`src/rtl/rat_pkg.sv`:
```
// Shared defaults and tag / checkpoint-id types for the rename map with checkpoints.
package rat_pkg;
    localparam int RAT_NUM_ARCH = 32;
    localparam int RAT_NUM_PHYS = 256;
    localparam int RAT_NUM_CKPT = 8;
    localparam int RAT_PW       = $clog2(RAT_NUM_PHYS);
    localparam int RAT_CW       = $clog2(RAT_NUM_CKPT);

    typedef logic [RAT_PW-1:0] phys_tag_t;
    typedef logic [RAT_CW-1:0] ckpt_id_t;

    localparam phys_tag_t PHYS_NONE = phys_tag_t'(RAT_NUM_PHYS - 1);
endpackage

```
`src/rtl/rat_ckpt_slot.sv`:
```
// One checkpoint slot: a full snapshot of the rename map, loaded when we is high.
module rat_ckpt_slot
    import rat_pkg::*;
#(
    parameter int NUM_ARCH = RAT_NUM_ARCH,
    parameter int PW       = RAT_PW
) (
    input  logic                         clk,
    input  logic                         we,
    input  logic [NUM_ARCH-1:0][PW-1:0]  map_in,
    output logic [NUM_ARCH-1:0][PW-1:0]  map_out
);
    logic [NUM_ARCH-1:0][PW-1:0] snap_q, snap_d;

    always_comb begin
        snap_d = we ? map_in : snap_q;
    end

    always_ff @(posedge clk) begin
        snap_q <= snap_d;
    end

    assign map_out = snap_q;
endmodule

```
`src/rtl/rat_ckpt.sv`:
```
// Register alias table with a circular buffer of map checkpoints for branch recovery.
module rat_ckpt
    import rat_pkg::*;
#(
    parameter int NUM_ARCH = RAT_NUM_ARCH,
    parameter int NUM_PHYS = RAT_NUM_PHYS,
    parameter int NUM_CKPT = RAT_NUM_CKPT,
    localparam int AW = $clog2(NUM_ARCH),
    localparam int PW = $clog2(NUM_PHYS),
    localparam int CW = $clog2(NUM_CKPT)
) (
    input  logic          clk,
    input  logic          reset,
    input  logic          ren_valid,
    output logic          ren_ready,
    input  logic [AW-1:0] src1_arch,
    input  logic [AW-1:0] src2_arch,
    input  logic [AW-1:0] rd_arch,
    input  logic          src1_use,
    input  logic          src2_use,
    input  logic          rd_use,
    input  logic [PW-1:0] free_tag,
    input  logic          ckpt_req,
    output logic          out_valid,
    output logic [PW-1:0] src1_phys,
    output logic [PW-1:0] src2_phys,
    output logic [PW-1:0] rd_phys,
    output logic [PW-1:0] old_phys,
    output logic [CW-1:0] ckpt_id,
    input  logic          commit_valid,
    input  logic          flush_valid,
    input  logic [CW-1:0] flush_id,
    output logic          ckpt_full,
    output logic          ckpt_empty
);
    localparam logic [PW-1:0] TAG_NONE = PW'(NUM_PHYS - 1);
    localparam logic [CW:0]   FULL_CNT = (CW+1)'(NUM_CKPT);

    logic [NUM_ARCH-1:0][PW-1:0] map_q, map_d, map_ren;
    logic [NUM_ARCH-1:0][PW-1:0] slot_map [NUM_CKPT];
    logic [NUM_CKPT-1:0]         slot_we;

    logic [CW-1:0] head_q, head_d, tail_q, tail_d;
    logic [CW:0]   count_q, count_d;
    logic          out_valid_q, out_valid_d;
    logic [PW-1:0] src1_phys_q, src1_phys_d, src2_phys_q, src2_phys_d;
    logic [PW-1:0] rd_phys_q, rd_phys_d, old_phys_q, old_phys_d;
    logic [CW-1:0] ckpt_id_q, ckpt_id_d;

    logic transfer, alloc, commit_go, rd_write;

    assign ckpt_full  = (count_q == FULL_CNT);
    assign ckpt_empty = (count_q == '0);
    assign ren_ready  = !flush_valid && !(ckpt_req && ckpt_full);

    always_comb begin
        transfer  = ren_valid && ren_ready;
        alloc     = transfer && ckpt_req;
        commit_go = commit_valid && !ckpt_empty;
        rd_write  = rd_use && (rd_arch != '0);

        // Sources read map_q, so rd==src sees the pre-rename tag.
        map_ren = map_q;
        if (transfer && rd_write) begin
            map_ren[rd_arch] = free_tag;
        end
        map_d    = flush_valid ? slot_map[flush_id] : map_ren;
        map_d[0] = '0;

        slot_we = '0;
        if (alloc) begin
            slot_we[tail_q] = 1'b1;
        end

        out_valid_d = transfer;
        src1_phys_d = src1_phys_q;
        src2_phys_d = src2_phys_q;
        rd_phys_d   = rd_phys_q;
        old_phys_d  = old_phys_q;
        ckpt_id_d   = ckpt_id_q;
        if (transfer) begin
            src1_phys_d = src1_use ? map_q[src1_arch] : TAG_NONE;
            src2_phys_d = src2_use ? map_q[src2_arch] : TAG_NONE;
            rd_phys_d   = rd_write ? free_tag : TAG_NONE;
            old_phys_d  = rd_write ? map_q[rd_arch] : free_tag;
            ckpt_id_d   = tail_q;
        end

        // Commit retires first; the flush then keeps [old head .. flush_id] minus that commit.
        head_d = head_q + CW'(commit_go);
        if (flush_valid) begin
            tail_d  = flush_id + CW'(1);
            count_d = {1'b0, CW'(flush_id - head_q)} + (CW+1)'(1) - (CW+1)'(commit_go);
        end else begin
            tail_d  = tail_q + CW'(alloc);
            count_d = count_q + (CW+1)'(alloc) - (CW+1)'(commit_go);
        end
    end

    always_ff @(posedge clk) begin
        if (reset) begin
            for (int unsigned i = 0; i < NUM_ARCH; i++) begin
                map_q[i] <= PW'(i);
            end
            head_q      <= '0;
            tail_q      <= '0;
            count_q     <= '0;
            out_valid_q <= 1'b0;
            src1_phys_q <= '0;
            src2_phys_q <= '0;
            rd_phys_q   <= '0;
            old_phys_q  <= '0;
            ckpt_id_q   <= '0;
        end else begin
            map_q       <= map_d;
            head_q      <= head_d;
            tail_q      <= tail_d;
            count_q     <= count_d;
            out_valid_q <= out_valid_d;
            src1_phys_q <= src1_phys_d;
            src2_phys_q <= src2_phys_d;
            rd_phys_q   <= rd_phys_d;
            old_phys_q  <= old_phys_d;
            ckpt_id_q   <= ckpt_id_d;
        end
    end

    for (genvar g = 0; g < NUM_CKPT; g++) begin : g_slot
        rat_ckpt_slot #(
            .NUM_ARCH(NUM_ARCH),
            .PW(PW)
        ) u_slot (
            .clk(clk),
            .we(slot_we[g]),
            .map_in(map_ren),
            .map_out(slot_map[g])
        );
    end

    assign out_valid = out_valid_q;
    assign src1_phys = src1_phys_q;
    assign src2_phys = src2_phys_q;
    assign rd_phys   = rd_phys_q;
    assign old_phys  = old_phys_q;
    assign ckpt_id   = ckpt_id_q;
endmodule

```
`config.mk`:
```
export PLATFORM = sky130hd
export DESIGN_NAME = rat_ckpt
export DESIGN_NICKNAME = d
export VERILOG_FILES = /design/src/rtl/rat_pkg.sv /design/src/rtl/rat_ckpt_slot.sv /design/src/rtl/rat_ckpt.sv
export SDC_FILE = /design/constraint.sdc
export NUM_CORES = 2
export LEC_CHECK = 0
export ABC_AREA = 1
export CAP_MARGIN = 0
export CORE_MARGIN = 2
export CORE_UTILIZATION = 30
export CTS_CLUSTER_SIZE = 10
export DETAILED_ROUTE_END_ITERATION = 8
export HOLD_SLACK_MARGIN = 0.06
export PLACE_DENSITY = 0.41
export SETUP_SLACK_MARGIN = 0.05
export SYNTH_ARGS = -nofsm -noshare
export SYNTH_HDL_FRONTEND = slang
export SYNTH_SLANG_ARGS = --single-unit
export TNS_END_PERCENT = 100
```
`constraint.sdc`:
```
create_clock -name clk -period 18.11 [get_ports clk]
set_input_delay 4.5275 -clock clk [delete_from_list [all_inputs] [get_ports clk]]
set_output_delay 4.5275 -clock clk [all_outputs]
set_load 0.1 [all_outputs]
```
# --- Yosys cells after proc, flatten, opt, wreduce, memory -nomap -nowiden ---
# Cells that the tools add are included.
totals:
  ff_bits: 2350
  latchBits: 0
  ramBits: 0
  mem_bits_ro: 0
  input_bits: 35
  elab_cells: 351
  n_memories: 0
op_classes:
  n_addsub: 8
  n_mul: 0
  div: 0
  order_cmp: 7
  eq_ne: 1
  shifts: 0
  muxes: 23
  bitwise: 1
  reduce_logical: 14
op_table:
  columns: ["op", "count"]
  rows:
  - ["$mux 256", 4]
  - ["$bmux 256 s3", 1]
  - ["$bwmux 256", 1]
  - ["$bmux 8 s5", 3]
  - ["$mux 8", 9]
  - ["$demux 8 s5", 1]
  - ["$lt 5x6->1 const B", 3]
  - ["$logic_and 1x1->1", 9]
  - ["$sub 4x1->4", 2]
  - ["$add 3x1->3", 2]
  - ["$ge 5x1->1 const B", 1]
  - ["$reduce_bool 5->1", 1]
  - ["$add 3x1->4 const B", 1]
  - ["$add 4x1->4", 1]
  - ["$eq 4x4->1 const B", 1]
  - ["$ge 4x4->1 const B", 1]
  - ["$logic_not 4->1", 1]
  - ["$lt 3x4->1 const B", 1]
  - ["$mux 4", 1]
  - ["$not 3->4", 1]
  - ["$add 3x1->3 const B", 1]
  - ["$demux 1 s3", 1]
  - ["$ge 3x1->1 const B", 1]
  - ["$logic_not 1->1", 3]
  - ["other kinds (3)", 3]

# --- Depth between registers and ports, before layout ---
depth:
  ltp_word: 9
  mapped_depth: 16
  depth_no_buf: 15

# --- Hierarchy ---
# A second synthesis with hierarchy kept.
unflattened:
  cells_unflattened: 9332
  area_unflattened_um2: 99746.9
modules_own_cells:
  columns: ["mod", "n_inst", "cells_per_inst", "area_each_um2"]
  rows:
  - ["rat_ckpt_slot", 8, 256, 7687.4]
  - ["rat_ckpt", 1, 7284, 38247.9]

# --- Worst setup path before layout ---
# OpenSTA, ideal clock, no wires.
synth_timing:
  kind: "input port to flip-flop"
  from: "input port ckpt_req"
  to: "register g_slot[1].u_slot.snap_q, in the netlist g_slot[1].u_slot.map_out[100], enable pin"
  setup_ns: 0.861
  t_arrival_ns: 15.660
  required_time_ns: 17.249
  path_slack_ns: 1.589
  path_stages: 7
  path_buffers: 2
  path_cell_list: "nand4_1 nand3_1 clkbuf_1 clkbuf_1 nor2_1 nand2_1 nor2_1"
synth_via:
  elab_chain_len: 6
synth_rtl:
  columns: ["element", "line_no", "text"]
  rows:
  - ["start: declaration", "rat_ckpt.sv:23", "input logic ckpt_req,"]
  - ["$logic_and 1x1->1", "rat_ckpt.sv:54", "assign ren_ready = !flush_valid && !(ckpt_req && ckpt_full);"]
  - ["$logic_not 1->1", "rat_ckpt.sv:54", null]
  - ["$logic_and 1x1->1", "rat_ckpt.sv:54", null]
  - ["$logic_and 1x1->1", "rat_ckpt.sv:57", "transfer = ren_valid && ren_ready;"]
  - ["$logic_and 1x1->1 (*)", "rat_ckpt.sv:58", "alloc = transfer && ckpt_req;"]
  - ["$mux 8 (*)", "rat_ckpt.sv:71", "if (alloc) begin"]
  - ["via g_slot[1].u_slot.we", "rat_ckpt_slot.sv:9", "input logic we,"]
  - ["end signal: assignment", "rat_ckpt_slot.sv:20", "snap_q <= snap_d;"]
  - ["end: declaration", "rat_ckpt_slot.sv:13", "logic [NUM_ARCH-1:0][PW-1:0] snap_q, snap_d;"]
# Mark *: on every way through the listed nets, which the timed path passes. The rest lies on a longest branch.
# A chain may end at the register's enable or synchronous reset.

# --- Worst setup path in the final report ---
layout_timing:
  from: "input port flush_valid"
  to: "output port ren_ready"
layout_via:
  elab_chain_len: 2
layout_rtl:
  columns: ["element", "line_no", "text"]
  rows:
  - ["start: declaration", "rat_ckpt.sv:31", "input logic flush_valid,"]
  - ["$logic_not 1->1", "rat_ckpt.sv:54", null]
  - ["$logic_and 1x1->1", "rat_ckpt.sv:54", null]
  - ["end: declaration", "rat_ckpt.sv:15", "output logic ren_ready,"]
# Every way passes these cells.

==> impl_metrics.py <==
metrics = {
    "min_path": {
        "min_from": "ckpt_id[0]",
        "hold_depth": 2,
        "hp-class": "flop to flop",
        "hold_end": "ckpt_id[0]",
    },
    "yosys": {
        "synth-edff-count": 1984,
        "yosysTopAreaCell": "edfxtp_1",
        "synthXorXnorAreaFrac": 0.000626,
        "synth-compound-area-share": 0.138,
        "synth_top_family_by_area": "simple AND/OR/NAND/NOR gates",
        "yosysSeqAreaShare": 0.669,
        "synth_most_common_cell": "edfxtp_1",
        "synthTopCellsByArea": "edfxtp_1 61%, o21ai_0 7.4%, nand2_1 7.0%",
        "synth_top_area_frac": 0.609,
        "yosysWarnings": 0,
        "synth_commonest_cells": "1,984 x edfxtp_1, 1,815 x nand2_1, 1,440 x o21ai_0",
        "syn_nets": 9339,
        "syn_area_um2": 97900,
        "async_flop_share": 0,
        "ys.flop_type": "edfxtp_1",
        "yosysUniqueCellTypes": 31,
        "synthSimpleGateAreaFrac": 0.148,
        "synth-seq-cells": 2278,
        "synthCells": 9287,
        "synth_fa_ha_area_frac": 0.00233,
        "yosys-mux-area-fraction": 0,
        "avgSynthCellArea_um2": 10.5,
    },
    "critical_path": {
        "critPathKind": "input port to output pin",
        "cpLargestDelayFamily": "buffers and inverters",
        "cp-end-kind": "output pin",
        "reg2reg_slack_ns": 12.44,
        "required_ns": 13.58,
        "max_stage_delay_ns": 1.13,
        "path_cells": "buf_8 > inv_8 > nand2_1 > inv_1 > clkdlybuf4s50_1",
        "reg2reg_to": "g_slot[7].u_slot.map_out[243]",
        "cp.arrival_ns": 6.63,
        "crit_slowest_cell": "clkdlybuf4s50_1",
        "cp_max_fo": 77,
        "crit-reg2reg-launch": "count_q[2]",
        "startpoint": "flush_valid",
        "reg2regPathDepth": 11,
        "critPathBufInv": 4,
        "start_kind": "input port",
    },
    "route": {
        "drtIter0Drc": 7127,
        "dr.pass1.iters": 9,
        "avgViaCountPerCell": 5.40,
        "wl_met2_um": 178000,
        "vias": 73600,
        "dr_wl_met3_um": 24100,
        "routedWlPerCell_um": 28.3,
        "drc": 0,
        "wl_met1_um": 167000,
        "highest_layer": "met5",
        "drt-total-wl_um": 385000,
        "antenna_left": 0,
    },
    "sta": {
        "hold_violations": 0,
        "period_share": 0.616,
        "rsz0062_at_grt": "false",
        "max_freq_ghz": 0.0896,
        "min_period_ns": 11.16,
        "finalMaxSlewViolations": 0,
        "finClkSkew_ns": 0.0447,
        "relSlewSlack": 0.0870,
        "finalSetupTns_ns": 0,
        "hold_ws_ns": 0.480,
        "worst_pin_slew_ns": 1.36,
        "setup_viol": 0,
    },
    "grt": {
        "overflow": 0,
        "antenna_found_initial": 19,
        "grt_max_degree": 178,
        "grt_pass1_vias": 70700,
        "grt_first_pass_wirelength_um": 544000,
        "grt.total_usage": 0.227,
    },
    "floorplan": {
        "fp.dieH_um": 575,
        "row_count": 209,
        "die_area_um2": 331000,
        "initial_utilization": 0.302,
        "core_um2": 325000,
        "die_w_um": 575,
        "top_level_ports": 74,
    },
    "place": {
        "dp_hpwl_um": 206000,
        "gp_congestion": 0.830,
        "placed_cell_area_um2": 103000,
        "port_buffers": 73,
    },
    "layout": {
        "area_growth_pct": 13.8,
        "final_area_um2": 111000,
        "fillers": 32300,
        "layout-drive-gt1-share": 0.0595,
        "layout.nets": 9149,
    },
    "power": {
        "power.density_nw_per_um2": 112,
        "power.total_mw": 12.4,
        "peakVddDrop_mv": 0.0744,
        "cellLeakagePower_nw": 37.7,
    },
    "cts": {
        "insertion_delay_ns": 0.88,
        "cts_setup_buffers": 0,
        "hold_buffers": 0,
        "cts-root-buf": "clkbuf_16",
        "h-tree-depth": 5,
        "cts_buffers": 285,
        "cts_sinks": 2278,
        "cts_tree": "done",
        "post_cts_resized": 0,
        "cts.path.max_buffers": 4,
        "path_clk_slew_ns": 0.05,
    },
    "flow_run": {
        "maxCapViolations": 0,
    },
    "status": {
        "status": "complete, no violations",
    },
}
## power breakdown
group | switching (mW) | leakage, nW | internal (mW)
registers | 0.0567 | 20.4 | 5.85
clock network | 2.21 | 4.11 | 3.13
logic | 0.920 | 13.2 | 0.259
total | 3.18 | 37.7 | 9.24
## per-stage QoR
stage	std cells	utilization	setup slack [ns]
after global placement	13100	0.317	6.78
after detailed placement	13100	0.317	6.84
after floorplan	9287	-	1.59
final	13600	0.343	6.95
after global routing	13600	0.343	6.83
after CTS	13600	0.343	6.84
## routing by layer
layer / global-route usage / vias to the layer above
li1: - / 32800
met5: 0 / -
met4: 0.0869 / 2
met1: 0.305 / 37500
met2: 0.368 / 2663
met3: 0.0351 / 659
## final cells by class
cell class | count | area [um^2] | area share
Clock inverter | 40 | 432 | 0.00388
Timing Repair Buffer | 229 | 2190 | 0.0196
Clock buffer | 461 | 8090 | 0.0727
Inverter | 367 | 1420 | 0.0128
Sequential cell | 2278 | 65500 | 0.588
Antenna cell | 4 | 10.0 | 0.0000899
Multi-Input combinational cell | 5936 | 28300 | 0.255
Tap cell | 4325 | 5410 | 0.0486
## cells in the final DEF, fill, tap and decap left out, types with 7 or more instances in the layout
| master | synthesis | layout |
|---|---|---|
| edfxtp_1 | 1984 | 1984 |
| nand2_1 | 1815 | 1815 |
| o21ai_0 | 1440 | 1440 |
| nor2_1 | 1159 | 1149 |
| nand3_1 | 627 | 626 |
| o221ai_1 | 471 | 471 |
| inv_1 | 358 | 350 |
| dfxtp_1 | 294 | 294 |
| clkbuf_16 | 0 | 293 |
| a21oi_1 | 227 | 227 |
| clkbuf_1 | 512 | 155 |
| buf_4 | 5 | 139 |
| o211ai_1 | 93 | 93 |
| clkdlybuf4s50_1 | 0 | 60 |
| o21ai_1 | 26 | 26 |
| o22ai_1 | 25 | 25 |
| buf_12 | 0 | 22 |
| clkinv_2 | 0 | 18 |
| ha_1 | 15 | 15 |
| clkbuf_8 | 0 | 14 |
| nor2_4 | 1 | 10 |
| o21a_1 | 9 | 9 |
| clkinv_1 | 2 | 8 |
| nor2_2 | 6 | 7 |
| inv_6 | 0 | 7 |
## registers in the layout (all words and copies together), names as in the netlist, 4 cells and up
register,flops
map_q,248
count_q,4
rd_phys,8
old_phys,8
src2_phys,8
g_slot.u_slot.map_out,1984
src1_phys,8
## worst max-delay path by stage
| stage | endpoint | cells after the start | slack [ns] |
|---|---|---|---|
| after floorplan | g_slot[1].u_slot.map_out[100] | 7 | 1.59 |
| after global placement | ren_ready | 5 | 6.78 |
| after detailed placement | ren_ready | 5 | 6.84 |
| after CTS | ren_ready | 5 | 6.84 |
| after global routing | ren_ready | 5 | 6.83 |
| final | ren_ready | 5 | 6.95 |
## worst reg2reg max path, delay by kind of cell, from the launching register on
family / cells / cell delay (ns)
buf+inv: 5 / 2.80
simple gates: 5 / 1.93
flops: 1 / 0.30
fa+ha+maj: 1 / 0.24
## cells by family after synthesis
group / Yosys count
flip-flops: 2278
AND/OR/NAND/NOR: 3620
XOR/XNOR: 7
AO/OA/AOI/OAI: 2292
adder cells (fa/ha/maj): 17
buffers and inverters: 1073
(Power assumes the default switching activity.)
